File: config.mk
export PLATFORM = sky130hd
export DESIGN_NAME = alu_writeback_stage
export DESIGN_NICKNAME = d
export VERILOG_FILES = /design/src/rtl/alu_writeback_stage.sv
export SDC_FILE = /design/constraint.sdc
export NUM_CORES = 1
export LEC_CHECK = 0
export ABC_CLOCK_PERIOD_IN_PS = 2100
export BUFFER_PORTS_ARGS = -buffer_cell sky130_fd_sc_hd__buf_4
export CORE_ASPECT_RATIO = 2
export CORE_MARGIN = 2
export CORE_UTILIZATION = 40
export CTS_BUF_LIST = sky130_fd_sc_hd__clkbuf_8
export CTS_CLUSTER_DIAMETER = 80
export CTS_CLUSTER_SIZE = 12
export DETAILED_ROUTE_END_ITERATION = 12
export PLACE_DENSITY_LB_ADDON = 0.05
export SYNTH_ARGS = -nofsm -noshare
export SYNTH_HDL_FRONTEND = slang
export SYNTH_SLANG_ARGS = --single-unit
export TNS_END_PERCENT = 10
File: constraint.sdc
create_clock -name clk -period 2.1 [get_ports clk]
set_input_delay 0.21 -clock clk [delete_from_list [all_inputs] [get_ports clk]]
set_output_delay 0.21 -clock clk [all_outputs]
set_load 0.05 [all_outputs]
File: src/rtl/alu_writeback_stage.sv
// alu_writeback_stage: 2-entry skid-buffered ALU writeback with status register and branch conditions; define FLAG_FWD_EN to forward accepted flags into cond_true.
module alu_writeback_stage #(
  parameter int DATA_W = 8,
  parameter int RD_W = 3
) (
  input  logic              clk,
  input  logic              rst,
  input  logic              in_valid,
  output logic              in_ready,
  input  logic [DATA_W-1:0] alu_out,
  input  logic              cr,
  input  logic              ov,
  input  logic              ng,
  input  logic              zr,
  input  logic [3:0]        operation,
  input  logic [RD_W-1:0]   rd,
  input  logic              rd_we,
  input  logic              flag_we,
  output logic              wb_valid,
  input  logic              wb_ready,
  output logic [DATA_W-1:0] wb_data,
  output logic [RD_W-1:0]   wb_rd,
  output logic              wb_we,
  output logic [3:0]        status,
  input  logic [2:0]        cond_sel,
  output logic              cond_true
);
  localparam logic [3:0] OP_ADD = 4'b0010;
  localparam logic [3:0] OP_SUB = 4'b0110;
  logic              main_v, main_we, skid_v, skid_we, acc, drn, arith;
  logic [DATA_W-1:0] main_data, skid_data;
  logic [RD_W-1:0]   main_rd, skid_rd;
  logic [3:0]        nxt_status, eff_status;
  logic [7:0]        conds;
  assign acc = in_valid && in_ready;
  assign drn = main_v && wb_ready;
  assign in_ready = !skid_v;
  assign wb_valid = main_v;
  assign wb_we = main_v && main_we;
  assign wb_data = main_data;
  assign wb_rd = main_rd;
  assign arith = (operation == OP_ADD) || (operation == OP_SUB);
  // status bits are {C,V,N,Z}; C/V only move on add/sub
  assign nxt_status = {arith ? cr : status[3], arith ? ov : status[2], ng, zr};
  always_ff @(posedge clk) begin
    if (rst) begin
      main_v <= 1'b0;
      main_we <= 1'b0;
      main_data <= '0;
      main_rd <= '0;
      skid_v <= 1'b0;
      skid_we <= 1'b0;
      skid_data <= '0;
      skid_rd <= '0;
      status <= 4'b0000;
    end else begin
      if (!main_v || drn) begin
        if (skid_v) begin
          main_v <= 1'b1;
          main_we <= skid_we;
          main_data <= skid_data;
          main_rd <= skid_rd;
          skid_v <= 1'b0;
        end else begin
          main_v <= acc;
          if (acc) begin
            main_we <= rd_we;
            main_data <= alu_out;
            main_rd <= rd;
          end
        end
      end else if (acc) begin
        skid_v <= 1'b1;
        skid_we <= rd_we;
        skid_data <= alu_out;
        skid_rd <= rd;
      end
      if (acc && flag_we) status <= nxt_status;
    end
  end
`ifdef FLAG_FWD_EN
  assign eff_status = (acc && flag_we) ? nxt_status : status;
`else
  assign eff_status = status;
`endif
  assign conds = {eff_status[1] ^ eff_status[2], eff_status[2], eff_status[1], !eff_status[3],
                  eff_status[3], !eff_status[0], eff_status[0], 1'b1};
  assign cond_true = conds[cond_sel];
endmodule
== After elaboration in Yosys (flattened, before gate mapping) ==
Index checks and enable logic that the tools add are counted.
Widths: inputs -> output; s select.

* Register bits after elaboration: 30
* Output and inout bits: 19
* Logic and storage cells: 39

* Order comparisons: 1
* Equal/unequal tests: 2
* Muxes and demuxes: 9
* Bitwise logic cells: 2
* Reductions and logical operators: 15

{| class="wikitable"
|+ Operator list
! operator !! number
|-
| $mux 8 || 2
|-
| $mux 3 || 2
|-
| $reduce_and 2->1 || 3
|-
| $eq 4x2->1 const B || 1
|-
| $eq 4x3->1 const B || 1
|-
| $logic_and 1x1->1 || 4
|-
| $logic_not 1->1 || 4
|-
| $lt 3x4->1 const B || 1
|-
| $mux 1 || 4
|-
| $bmux 1 s3 || 1
|-
| $logic_or 1x1->1 || 2
|-
| $reduce_bool 2->1 || 1
|-
| $reduce_or 2->1 || 1
|-
| $not 1->1 || 1
|-
| $xor 1x1->1 || 1
|}

== Depth between registers and ports, before layout ==
* Depth in word-level cells: 4
* Gate-level depth with buffers: 5
* Mapped depth without buffers: 3

== Least setup slack after synthesis ==
Ideal clock, no wire load.

* Path type: register -> output
* Start point: reg status[3]
* End point: out cond_true
* Arrival time: 1.522 ns
* Data required time: 1.890 ns
* Slack: 0.368 ns
* Cell stages (with the launch flop): 4
* Buffers on the path: 0
* Path through: dfxtp_1 -> a21boi_0 -> a221oi_1 -> a211o_1

* Longest elaborated chain between the ends: 3

{| class="wikitable"
|+ Ends and longest elaborated chain
! what !! RTL line !! RTL
|-
| start: declaration || 24 || <nowiki>output logic [3:0] status,</nowiki>
|-
| start signal: assignment || 78 || <nowiki>if (acc && flag_we) status <= nxt_status;</nowiki>
|-
| $logic_not 1->1 || 86 || <nowiki>assign conds = {eff_status[1] ^ eff_status[2], eff_status[2], eff_status[1], !eff_status[3],</nowiki>
|-
| $bmux 1 s3 (*) || 88 || <nowiki>assign cond_true = conds[cond_sel];</nowiki>
|-
| $mux 1 (implied by the code) (*) || 88 ||
|-
| end: declaration || 26 || <nowiki>output logic cond_true</nowiki>
|}

Every way passes the cells marked *; elsewhere a longest branch is shown, timed or not. The select of a mux whose other input is x is not followed.

== Worst setup path after layout ==
Same ends and word-level chain as after synthesis.

==> impl_metrics.ini <==
[outcome]
outcome = finished, final reports clean

[synth]
yosysWarnings = 0
synthCells = 143
synthesis.area_mm2 = 0.00136
syn_nets = 171
ys_seq_area_frac = 0.441
synth_cell_types = 25
ys_seq_elements = 30
syn_avg_cell_area_um2 = 9.52

[critical_path]
cp_max_fo = 5
start_kind = register
crit_type = register to output pin
timing.rr.start = skid_v$_SDFFE_PP0P_
endpoint_kind = output pin
arrival_ns = 1.45
crit_required_ns = 1.89
r2r_slack_ns = 0.51
critPathLaunch = status[3]$_SDFFE_PP0P_

[timing]
max_freq_mhz = 602
setup_ws_ns = 0.439
maxSlewViolCount = 0
tns_ns = 0
min_period_over_period = 0.791
finalSetupViolCount = 0
rsz0062_at_grt = no
slew-limit-headroom = 0.575
tightest_slew_ns = 0.633
hold_viol = 0
hold-worst-slack_ns = 0.167
fin_skew_ns = 0.00675
fin_crit_ns = 1.66

[floorplanning]
dieArea_mm2 = 0.00391
ioPinCount = 47
start_util = 0.407
die_w_um = 45.3
core-area_mm2 = 0.00334
fp.dieH_um = 86.5
rows = 30

[routing]
vias = 1216
drtIter0Drc = 20
ant_nets = 0
drc = 0
drt-vias-per-instance = 5.53
firstDrtPassIters = 4
wl_um = 3280
wl_per_cell_um = 14.9

[worst_hold_path]
min_from = zr
hold_class = input port to register

[power]
power_density_mw_per_mm2 = 768
p_leak_nw = 0.707
vdd_ir_drop_max_mv = 0.409

[grt]
grt_pass1_vias = 1245
antenna_found_initial = 0
grt_busiest_layer = met2
grt_max_degree = 33
use_met1 = 0.203
grt_use_total = 0.188
grt_pass1_wl_um = 5440
grt_overflow = 0
grt_use_met2 = 0.327
met3_usage = 0.0417

[clock_tree]
clockBufferDepth = 2
ctsResizeCount = 0
cts_sinks = 30
clock_latency_ns = 0.28
root_buffer = clkbuf_8
post_cts_buffers = 0
cts_tree = yes
path_clk_slew_ns = 0.06
hold_buffers = 0
htree_levels = 2
cts_buffers = 5

[layout]
n_fill_cell = 323
area_growth_pct = 31.2
antennaDiodeCount = 0
nets = 215
drive_gt1_frac = 0.362
fin_cells = 220
utilization = 0.535

[place]
post-dp-hpwl_um = 2380
place_congestion = 0.716
dp.cells = 212
io_buffers = 45
dpl_worst_slack_ns = 0.487

[flow_run]
cap_violations = 0
[kinds of logic after synthesis]
group                  share of synthesized area
AO/OA/AOI/OAI                              0.213
multiplexers                               0.118
buffers and inverters                     0.0459
XOR/XNOR                                 0.00643
AND/OR/NAND/NOR                            0.176
flip-flops                                 0.441
[report_power, final]
group / total [mW] / leakage [nW] / internal [mW] / switching [mW]
sequential: 0.617 / 0.246 / 0.599 / 0.0185
combinational: 0.282 / 0.409 / 0.109 / 0.173
clock: 0.473 / 0.0524 / 0.259 / 0.214
total: 1.37 / 0.707 / 0.967 / 0.406
[layout make-up]
class	instances	area, µm²	share of cell area
multi-input combinational	102	698	0.391
sequential	30	601	0.336
timing repair buffer	47	353	0.197
clock buffer	6	82.6	0.0462
tap	32	40.0	0.0224
clock inverter	2	8.76	0.00490
inverter	1	3.75	0.00210
[stage by stage]
stage	instance area [µm²]	power, mW
2_1_floorplan	1360	0.814
3_3_place_gp	1700	0.908
3_5_place_dp	1700	0.914
4_1_cts	1790	1.39
5_1_grt	1790	1.43
6_report	1790	1.37
[synthesized netlist by cell type]
library cell	instances	area (µm²)
inv_1	1	3.75
nor2_1	3	11.3
a211oi_2	10	125
a211o_1	1	8.76
and2_1	1	6.26
and4bb_2	1	12.5
a221oi_1	1	8.76
nor2b_1	1	6.26
dfxtp_1	30	601
a211oi_1	2	15.0
xor2_1	1	8.76
buf_2	5	25.0
nand2b_1	5	31.3
clkbuf_1	3	11.3
nand3b_1	1	7.51
nor4b_4	1	23.8
nand2_1	27	101
a21boi_0	1	7.51
nand4bb_1	1	11.3
nor3_1	2	10.0
and2_4	1	8.76
mux2i_1	16	160
or2_4	1	8.76
a21oi_1	25	125
buf_6	2	22.5
[worst max-delay path: stages, from the launching register on]
cell and delay, ns:
dfxtp_1 0.43, a21boi_0 0.12, a221oi_1 0.29, a211o_1 0.14, buf_4 0.19
[cells in the final DEF, fill, tap and decap left out]
master and count:
a211o_1 1, a211oi_1 2, a211oi_2 10, a21boi_0 1, a21oi_1 25, a221oi_1 1, and2_1 1, and2_4 1
and4bb_2 1, buf_4 47, clkbuf_8 6, clkinv_2 1, dfxtp_1 30, inv_1 2, mux2i_1 16, nand2_1 27
nand2b_1 5, nand3b_1 1, nand4bb_1 1, nor2_1 3, nor2b_1 1, nor3_1 2, nor4b_4 1, or2_4 1
xor2_1 1
[path summary, 6_finish.rpt]
path	end	depth (start not counted)
worst max-delay path	cond_true	4
worst min-delay path	status[0]$_SDFFE_PP0P_	3
worst max register to register	skid_data[1]$_SDFFE_PP0P_	3
worst min register to register	skid_rd[0]$_SDFFE_PP0P_	2
[routing by layer]
layer	up-vias	routed length, µm	part of all wire
met5	-	0	0
met4	0	72	0.022
met3	8	201	0.061
met2	42	1730	0.53
met1	576	1280	0.39
li1	590	-	-
[sequential cells by signal, indices dropped and copies added, names as in the netlist]
signal	count
skid_v	1
main_we	1
wb_rd	3
wb_valid	1
skid_data	8
wb_data	8
status	4
skid_we	1
skid_rd	3
Note: power is estimated with default switching activity, not from simulation.
